`config.mk`:
```
export PLATFORM = sky130hd
export DESIGN_NAME = id_stage_pipe
export DESIGN_NICKNAME = d
export VERILOG_FILES = /design/src/rtl/id_stage_pipe.sv
export SDC_FILE = /design/constraint.sdc
export NUM_CORES = 1
export LEC_CHECK = 0
export CAP_MARGIN = 20
export CORE_ASPECT_RATIO = 0.5
export CORE_MARGIN = 5
export CORE_UTILIZATION = 50
export DETAILED_ROUTE_END_ITERATION = 8
export GPL_ROUTABILITY_DRIVEN = 0
export GPL_TIMING_DRIVEN = 0
export PLACE_DENSITY = 0.79
export SLEW_MARGIN = 20
export SYNTH_ARGS = -nofsm -noshare
export SYNTH_HDL_FRONTEND = slang
export SYNTH_SLANG_ARGS = --single-unit
```
`constraint.sdc`:
```
create_clock -name clk -period 9.3 [get_ports clk]
set_clock_uncertainty 0.15 [all_clocks]
set_input_delay 1.395 -clock clk [delete_from_list [all_inputs] [get_ports clk]]
set_output_delay 1.395 -clock clk [all_outputs]
set_load 0.01 [all_outputs]
```
`src/rtl/id_stage_pipe.sv`:
```
// id_stage_pipe: decode, register file, hazard unit and ID/EX register.
// Optional macro ID_FORWARD_EN: forwarding selects instead of RAW stalls.
module id_stage_pipe #(
  parameter int WORD_LEN          = 16,
  parameter int REG_FILE_SIZE     = 16,
  parameter int REG_FILE_ADDR_LEN = 4,
  parameter int EXE_CMD_LEN       = 4
) (
  input  logic                         clk,
  input  logic                         rst,
  input  logic                         in_valid,
  input  logic [WORD_LEN-1:0]          instruction,
  input  logic                         writeEn,
  input  logic [REG_FILE_ADDR_LEN-1:0] dest,
  input  logic [REG_FILE_SIZE-1:0]     writeVal,
  input  logic [REG_FILE_ADDR_LEN-1:0] dest_EXE,
  input  logic                         WB_EN_EXE,
  input  logic                         MEM_R_EN_EXE,
  input  logic [REG_FILE_ADDR_LEN-1:0] dest_MEM,
  input  logic                         WB_EN_MEM,
  input  logic                         flagZ,
  input  logic                         ex_stall,
  output logic                         id_stall,
  output logic                         hazard_detected,
  output logic                         brTaken,
  output logic [REG_FILE_SIZE-1:0]     br_offset,
  output logic                         ex_valid,
  output logic [EXE_CMD_LEN-1:0]       ex_EXE_CMD,
  output logic                         ex_MEM_R_EN,
  output logic                         ex_MEM_W_EN,
  output logic                         ex_WB_EN,
  output logic                         ex_is_imm,
  output logic [REG_FILE_ADDR_LEN-1:0] ex_dest,
  output logic [REG_FILE_ADDR_LEN-1:0] ex_src1,
  output logic [REG_FILE_ADDR_LEN-1:0] ex_src2,
  output logic [REG_FILE_SIZE-1:0]     ex_val1,
  output logic [REG_FILE_SIZE-1:0]     ex_val2,
  output logic [REG_FILE_SIZE-1:0]     ex_imm,
  output logic [1:0]                   ex_fwd_sel1,
  output logic [1:0]                   ex_fwd_sel2
);

  localparam int AW    = REG_FILE_ADDR_LEN;
  localparam int DW    = REG_FILE_SIZE;
  localparam int DEPTH = 1 << AW;
  localparam logic [3:0] OP_CMP = 4'b0101;

  typedef struct packed {
    logic                   valid;
    logic [EXE_CMD_LEN-1:0] cmd;
    logic                   mem_r;
    logic                   mem_w;
    logic                   wb;
    logic                   is_imm;
    logic [AW-1:0]          dst;
    logic [AW-1:0]          src1;
    logic [AW-1:0]          src2;
    logic [DW-1:0]          val1;
    logic [DW-1:0]          val2;
    logic [DW-1:0]          imm;
    logic [1:0]             fwd1;
    logic [1:0]             fwd2;
  } id_ex_t;

  id_ex_t q, dec;

  logic [3:0]    opcode;
  logic [AW-1:0] rd_f, rs1_f, rs2_f, src2;
  logic [DW-1:0] imm, val1, val2;
  logic          op_alu, op_cmp, op_movi, op_movr;
  logic          op_ld, op_st, op_beq, op_bne, op_br;
  logic          wb_d, mr_d, mw_d, imm_d, use1, use2;
  logic          hit_e1, hit_e2, load_use, flag_hz;
  logic [1:0]    fwd1, fwd2;
  logic [DW-1:0] rf [DEPTH];

  assign opcode = instruction[WORD_LEN-1 -: 4];
  assign rd_f   = instruction[WORD_LEN-5 -: AW];
  assign rs1_f  = instruction[WORD_LEN-5-AW -: AW];
  assign rs2_f  = instruction[WORD_LEN-5-2*AW -: AW];

  assign op_alu  = opcode[3:2] == 2'b00;
  assign op_cmp  = opcode == OP_CMP;
  assign op_movi = opcode == 4'b0110;
  assign op_movr = opcode == 4'b0111;
  assign op_beq  = opcode == 4'b1000;
  assign op_bne  = opcode == 4'b1001;
  assign op_br   = op_beq | op_bne;
  assign op_ld   = opcode == 4'b1100;
  assign op_st   = opcode == 4'b1101;

  // Control decode; unlisted opcodes fall through as NOP
  always_comb begin
    wb_d  = 1'b0;
    mr_d  = 1'b0;
    mw_d  = 1'b0;
    imm_d = 1'b0;
    use1  = 1'b0;
    use2  = 1'b0;
    unique case (1'b1)
      op_alu: begin
        wb_d = 1'b1;
        use1 = 1'b1;
        use2 = 1'b1;
      end
      op_cmp: begin
        use1 = 1'b1;
        use2 = 1'b1;
      end
      op_movi: begin
        wb_d  = 1'b1;
        imm_d = 1'b1;
      end
      op_movr: begin
        wb_d = 1'b1;
        use1 = 1'b1;
      end
      op_ld: begin
        mr_d = 1'b1;
        wb_d = 1'b1;
        use1 = 1'b1;
      end
      op_st: begin
        mw_d = 1'b1;
        use1 = 1'b1;
        use2 = 1'b1;
      end
      default: ;
    endcase
  end

  // STORE sends the rd register as its data operand
  assign src2 = op_st ? rd_f : rs2_f;
  assign imm  = DW'($signed(rs2_f));

  // Register file: async clear, R0 never written
  always_ff @(posedge clk or negedge rst) begin
    if (!rst) begin
      for (int i = 0; i < DEPTH; i++) rf[i] <= '0;
    end else if (writeEn && dest != '0) begin
      rf[dest] <= writeVal;
    end
  end

  assign val1 = (rs1_f == '0) ? '0 :
                (writeEn && dest == rs1_f) ? writeVal : rf[rs1_f];
  assign val2 = (src2 == '0) ? '0 :
                (writeEn && dest == src2) ? writeVal : rf[src2];

  assign hit_e1   = use1 & WB_EN_EXE & (dest_EXE == rs1_f)
                  & (rs1_f != '0);
  assign hit_e2   = use2 & WB_EN_EXE & (dest_EXE == src2)
                  & (src2 != '0);
  assign load_use = MEM_R_EN_EXE & (hit_e1 | hit_e2);
  assign flag_hz  = op_br & q.valid
                  & (q.cmd == EXE_CMD_LEN'(OP_CMP));

`ifdef ID_FORWARD_EN
  assign hazard_detected = in_valid & (load_use | flag_hz);

  assign fwd1 = (rs1_f == '0) ? 2'b00 :
                (WB_EN_EXE && dest_EXE == rs1_f) ? 2'b01 :
                (WB_EN_MEM && dest_MEM == rs1_f) ? 2'b10 : 2'b00;
  assign fwd2 = (src2 == '0) ? 2'b00 :
                (WB_EN_EXE && dest_EXE == src2) ? 2'b01 :
                (WB_EN_MEM && dest_MEM == src2) ? 2'b10 : 2'b00;
`else
  logic hit_m1, hit_m2;

  assign hit_m1 = use1 & WB_EN_MEM & (dest_MEM == rs1_f)
                & (rs1_f != '0);
  assign hit_m2 = use2 & WB_EN_MEM & (dest_MEM == src2)
                & (src2 != '0);

  assign hazard_detected = in_valid & (load_use | flag_hz
                         | hit_e1 | hit_e2 | hit_m1 | hit_m2);

  assign fwd1 = 2'b00;
  assign fwd2 = 2'b00;
`endif

  assign id_stall  = hazard_detected | ex_stall;
  assign br_offset = imm;
  assign brTaken   = in_valid & ~hazard_detected & ~ex_stall
                   & ((op_beq & flagZ) | (op_bne & ~flagZ));

  // Next ID/EX entry: bubble when idle or hazarded
  always_comb begin
    dec = '0;
    if (in_valid && !hazard_detected) begin
      dec.valid  = 1'b1;
      dec.cmd    = EXE_CMD_LEN'(opcode);
      dec.mem_r  = mr_d;
      dec.mem_w  = mw_d;
      dec.wb     = wb_d;
      dec.is_imm = imm_d;
      dec.dst    = rd_f;
      dec.src1   = rs1_f;
      dec.src2   = src2;
      dec.val1   = val1;
      dec.val2   = val2;
      dec.imm    = imm;
      dec.fwd1   = fwd1;
      dec.fwd2   = fwd2;
    end
  end

  // ID/EX register, held while EXE back-pressures
  always_ff @(posedge clk or negedge rst) begin
    if (!rst) begin
      q <= '0;
    end else if (!ex_stall) begin
      q <= dec;
    end
  end

  assign ex_valid    = q.valid;
  assign ex_EXE_CMD  = q.cmd;
  assign ex_MEM_R_EN = q.mem_r;
  assign ex_MEM_W_EN = q.mem_w;
  assign ex_WB_EN    = q.wb;
  assign ex_is_imm   = q.is_imm;
  assign ex_dest     = q.dst;
  assign ex_src1     = q.src1;
  assign ex_src2     = q.src2;
  assign ex_val1     = q.val1;
  assign ex_val2     = q.val2;
  assign ex_imm      = q.imm;
  assign ex_fwd_sel1 = q.fwd1;
  assign ex_fwd_sel2 = q.fwd2;

endmodule

```
== After elaboration in Yosys (flattened, before gate mapping) ==
Cells that the tools add are included.

* Register bits after elaboration: 329
* Input bits: 53
* Output and inout port bits: 92
* Logic and storage cells: 120

* Order comparisons: 4
* Eq/ne operators: 14
* Multiplexer cells: 21
* Bitwise gates (word level): 36
* Reduce and logical (&&, ||, !) cells: 15

{| class="wikitable"
|+ Operators by type and width
! cell !! count
|-
| bitwise mux 256 bit || 1
|-
| two-way mux 16 bit || 9
|-
| binary-select mux 16 bit (select 4 bit) || 2
|-
| two-way mux 73 bit || 1
|-
| demux 16 bit (select 4 bit) || 1
|-
| equality test 4 bit || 6
|-
| bitwise AND 1 bit || 21
|-
| equality test 4 x 3 -> 1 bit (second input constant) || 4
|-
| equality test 4 bit (second input constant) || 4
|-
| greater-or-equal comparator 5 bit (second input constant) || 3
|-
| NOT 4 -> 5 bit || 3
|-
| nonzero test 4 bit || 3
|-
| bitwise OR 1 bit || 9
|-
| logical NOT 4 bit || 2
|-
| two-way mux 1 bit || 6
|-
| logical AND 1 bit || 5
|-
| < comparator 5 x 1 -> 1 bit (second input constant) || 1
|-
| OR reduction 5 bit || 1
|-
| two-way mux 4 bit || 1
|-
| OR reduction 4 bit || 1
|-
| NOT 1 bit || 3
|-
| OR reduction 3 bit || 1
|-
| logical NOT 2 bit || 1
|-
| logical NOT 1 bit || 1
|}

== Logic depth before layout (Yosys ltp) ==
* Depth after elaboration: 18
* Mapped depth: 11
* Mapped depth without buffers: 7

== Least setup slack after synthesis ==
Ideal clock, no wire load.

* Path type: input to output
* Start: in instruction[15]
* End: out brTaken
* Data arrival time: 3.437 ns
* Data required time: 7.755 ns
* Path slack: 4.318 ns
* Stages on the path: 9
* Path buffers: 2
* Cells stage by stage: buf_2 > and4b_4 > mux2_2 > xnor2_1 > and3_1 > o22a_1 > nor4b_4 > buf_2 > and3_1

* Word-level cells in the longest chain between the ends: 18
* Elaborated cells between the ends (all ways): 45
* Those cells by class: eq/ne (8); mux (3); bitwise (30); reduce/logical (4)

{| class="wikitable"
|+ RTL lines
! element !! RTL line !! text
|-
| from (decl) || 12 || <nowiki>input logic [WORD_LEN-1:0] instruction,</nowiki>
|-
| equality test 4 x 3 -> 1 bit (tied with other cells) || 83 || <nowiki>assign op_cmp = opcode == OP_CMP;</nowiki>
|-
| OR reduction 5 bit (no source line) / OR reduction 3 bit (equally long branches) || - ||
|-
| two-way mux 1 bit || 100 || <nowiki>unique case (1'b1)</nowiki>
|-
| bitwise AND 1 bit, on equally long branches (2 in a row) || 150, 152 ||
|-
| bitwise AND 1 bit, on equally long branches || 151, 153 ||
|-
| bitwise OR 1 bit || 154 || <nowiki>assign load_use = MEM_R_EN_EXE & (hit_e1 | hit_e2);</nowiki>
|-
| bitwise AND 1 bit || 154 ||
|-
| bitwise OR 1 bit || 175 || <nowiki>assign hazard_detected = in_valid & (load_use | flag_hz</nowiki>
|-
| bitwise OR 1 bit (4 in a row) || 176 || <nowiki>| hit_e1 | hit_e2 | hit_m1 | hit_m2);</nowiki>
|-
| bitwise AND 1 bit || 175 ||
|-
| NOT 1 bit || 184 || <nowiki>assign brTaken = in_valid & ~hazard_detected & ~ex_stall</nowiki>
|-
| bitwise AND 1 bit (2 in a row) || 184 ||
|-
| bitwise AND 1 bit * || 185 || <nowiki>& ((op_beq & flagZ) | (op_bne & ~flagZ));</nowiki>
|-
| to (decl) || 25 || <nowiki>output logic brTaken,</nowiki>
|}

Every way passes the cells marked *; elsewhere a longest branch is shown, timed or not.

== Final worst setup path ==
* Start: in instruction[3]
* End: out brTaken

* Word-level cells in the longest chain between the ends: 16
* Elaborated cells between the ends (all ways): 20
* Those cells by class: eq/ne (2); mux (1); bitwise (16); reduce/logical (1)

{| class="wikitable"
|+ RTL lines
! element !! RTL line !! text
|-
| two-way mux 4 bit * || 133 || <nowiki>assign src2 = op_st ? rd_f : rs2_f;</nowiki>
|-
| equality test 4 bit || 152 || <nowiki>assign hit_e2 = use2 & WB_EN_EXE & (dest_EXE == src2)</nowiki>
|-
| bitwise AND 1 bit || 152 ||
|-
| bitwise AND 1 bit || 153 || <nowiki>& (src2 != '0);</nowiki>
|-
| bitwise OR 1 bit || 154 ||
|-
| bitwise AND 1 bit || 154 ||
|-
| bitwise OR 1 bit || 175 ||
|-
| bitwise OR 1 bit (3 in a row) || 176 ||
|-
| bitwise OR 1 bit * || 176 ||
|-
| bitwise AND 1 bit * || 175 ||
|-
| NOT 1 bit * || 184 ||
|-
| bitwise AND 1 bit * (2 in a row) || 184 ||
|-
| bitwise AND 1 bit * || 185 ||
|}

Marked as above.

==> results by group <==
Run status
  • Status: finished, final reports clean

STA
  • Final Hold Fails: 0
  • Final min period: 6.49 ns
  • Max Freq: 154 MHz
  • RSZ-0062 raised after global routing: false
  • Post-route clock period utilization: 69.7%
  • Pins Over Slew Limit: 0
  • Setup violators final: 0
  • Tightest Pin Transition: 1.06 ns
  • Rel. slew slack: 28.8%

Global routing
  • Initial antenna violation count: 0
  • First-pass GRT wire length: roughly 84 mm
  • Largest net degree at the start of global routing: between 90 and 100
  • Number of global-route vias before repair: around 14k
  • Total gr overflow: 0
  • Gr usage total: 28.6%

Clock tree
  • Clk_lat worst skew: roughly 0.6 ns
  • CTS tree: done
  • CTS sink cnt: 313
  • CTS Hold Buffers Added: 0
  • Clk root buf: clkbuf_16
  • Clock slew at reported path FFs: 0.07 ns
  • Post-CTS Resized: 0
  • Clk buf depth: 3
  • Htree depth: 1
  • Setup repair bufs after CTS: 0
  • CTS Buf Count: 30

Floorplanning
  • Die area: 0.0377 mm2
  • Die Y: 140 um
  • I/O pin cnt: about 150
  • Std cell rows: 47
  • Core Area: roughly 0.033 mm2
  • Chip Width: approximately 270 um
  • Initial Util: 50.8%

Worst setup path
  • Worst R2R Setup Slack: 6.92 ns
  • Worst Setup End Kind: output pin
  • Data arrival, critical path: 4.94 ns
  • Required @ worst endpoint: approximately 7.8 ns
  • RR Startpoint: ex_EXE_CMD[0]$_DFFE_PN0N_
  • Worst R2R Path Depth: 6
  • Crit Path Max Fanout: 18
  • Crit path launch type: primary input
  • CP Class: in2out
  • RR Endpoint: ex_val2[9]$_DFFE_PN0N_

Worst hold path
  • Hold EP: rf[247]$_DFFE_PN0P_
  • WHS Path Cells: 1
  • Hold path startpoint: rf[247]$_DFFE_PN0P_
  • HP Class: reg2reg

Pwr
  • Pleak: 8.23 nW
  • Max IR drop VDD: 0.000151 V
  • Final total power: 4.11 mW
  • Pwr Density: 207 mW/mm2

Synthesis
  • Seq/Total Area, Yosys: 46.5%
  • Distinct cells, synth: 53
  • Yosys reg bits: 313
  • Synth top area share: a little under half
  • Synth warnings: 0
  • Ys flop type: dfrtp_1
  • Largest cells by area after synthesis: dfrtp_1 (47%), mux2_2 (16%), mux4_2 (11%), nand2_1 (3.4%), clkbuf_1 (2.4%)
  • Syn avg cell area: 12.0 um2
  • Synth Cell Area: 0.0168 mm2
  • Area leader, netlist: dfrtp_1
  • Synth cell count leaders: dfrtp_1 (313), mux2_2 (243), nand2_1 (151)
  • Top-count cell post-synth: dfrtp_1
  • Post-synth EDFFs: 0
  • Synth Instances: 1,407
  • Asr flop ratio synth: 100%

Drt
  • Via Count: 13.7k
  • Vias per cell: 6.71
  • Post-route DRC: 0
  • Pre-antenna DRT Iters: 8
  • DRT Wirelength: approximately 55 mm
  • Drt initial violations: 1,840
  • Avg WL per Cell: 26.7 um
  • Post-route ant nets: 0

Cells and area
  • Nets@finish: around 1.6k
  • Final Non-Filler Cells: 2,040
  • Cell area after layout: 0.0198 mm2
  • Antenna diode count: 0
  • Share of cells above drive strength 1: 28.1%
  • Synth-to-layout area growth: 17.9%
  • Fill cell count: 2,620

Place
  • PortBufs: 130
  • DP Area: 0.0188 mm2
  • Placed cells: 1,984
  • DPL Wire Length: 37.9 mm

Job
  • MaxCap Viol Count: 0
[power by group]
group | internal, mW | leakage [nW] | switching, mW
clock | 0.765 | 0.522 | 0.551
combinational | 0.527 | 3.79 | 0.421
sequential | 1.63 | 3.92 | 0.212
total | 2.92 | 8.23 | 1.18
[worst max path at each step]
stage | from | endpoint | slack, ns | cells past startpoint
global route | instruction[3] | brTaken | 2.54 | 10
global placement | rst | ex_EXE_CMD[3]$_DFFE_PN0N_ | -6.77 | 1
detailed placement | instruction[3] | brTaken | 2.88 | 10
CTS | instruction[3] | brTaken | 2.87 | 10
finish | instruction[3] | brTaken | 2.81 | 10
floorplan | instruction[15] | brTaken | 4.32 | 9
[registers in the layout, summed over array words and instances (netlist names)]
| name | cells |
|---|---|
| ex_WB_EN | 1 |
| ex_is_imm | 1 |
| ex_MEM_R_EN | 1 |
| ex_EXE_CMD | 4 |
| ex_val1 | 16 |
| ex_valid | 1 |
| ex_dest | 4 |
| ex_MEM_W_EN | 1 |
| rf | 256 |
| ex_src1 | 4 |
| ex_src2 | 4 |
| ex_imm | 4 |
| ex_val2 | 16 |
[final cells by class]
class	instances	area, um2	share of cell area [%]
multi-input combinational	914	8170	41.2
clock buffer	48	928	4.68
sequential	313	7830	39.5
buffer	177	825	4.16
clock inverter	8	126	0.637
tap	441	552	2.78
timing repair buffer	133	1390	7.00
inverter	6	22.5	0.113
[placed cells by master (no fill, tap or decap), types with 21 or more instances in the layout]
| master | count |
|---|---|
| a22oi_1 | 45 |
| clkbuf_16 | 30 |
| mux4_2 | 79 |
| buf_2 | 23 |
| a32o_1 | 33 |
| a21oi_1 | 67 |
| buf_4 | 33 |
| dfrtp_1 | 313 |
| nand2_1 | 151 |
| nand3_1 | 47 |
| mux2_2 | 243 |
| clkbuf_1 | 115 |
| mux2i_1 | 21 |
| a22o_1 | 23 |
| clkdlybuf4s50_1 | 129 |
[metrics by stage]
stage | worst slack (ns) | TNS (ns) | hold slack, ns | utilization, %
2_1_floorplan | 4.32 | 0 | 0.296 | -
3_3_place_gp | -6.77 | -2109.28 | 0.311 | 56.4
3_5_place_dp | 2.88 | 0 | 0.320 | 56.7
4_1_cts | 2.87 | 0 | 0.336 | 59.8
5_1_grt | 2.54 | 0 | 0.357 | 59.8
6_report | 2.81 | 0 | 0.338 | 59.8
[worst max-delay path, stage by stage]
cell and delay [ns]:
clkdlybuf4s50_1 0.86, inv_1 0.26, a221oi_1 0.33, o21ai_0 0.11
a2111oi_0 0.62, o22a_1 0.32, nor4b_4 0.08, buf_2 0.26
and3_1 0.22, clkdlybuf4s50_1 0.47
[routing by layer]
metal  vias to the layer above  track usage [%]  part of all wire, %
li1                       5541                -                    -
met1                      6903             38.2                   38
met2                      1014             43.7                   44
met3                       225             8.53                   12
met4                         0             12.5                  5.1
met5                         -                0                    0
[cells by family (layout without fill, tap and decap cells)]
family                    Yosys count  in the layout  synth area share, %
muxes                             345            345                 28.3
AOI/OAI and AO/OA                 254            254                 10.8
buffers and inverters             183            372                 5.03
xor gates and xnor gates           22             22                 1.14
DFF                               313            313                 46.5
and+or+nand+nor                   289            289                 8.20
other                               1              4               0.0223
Note: power is estimated with default switching activity, not from simulation.
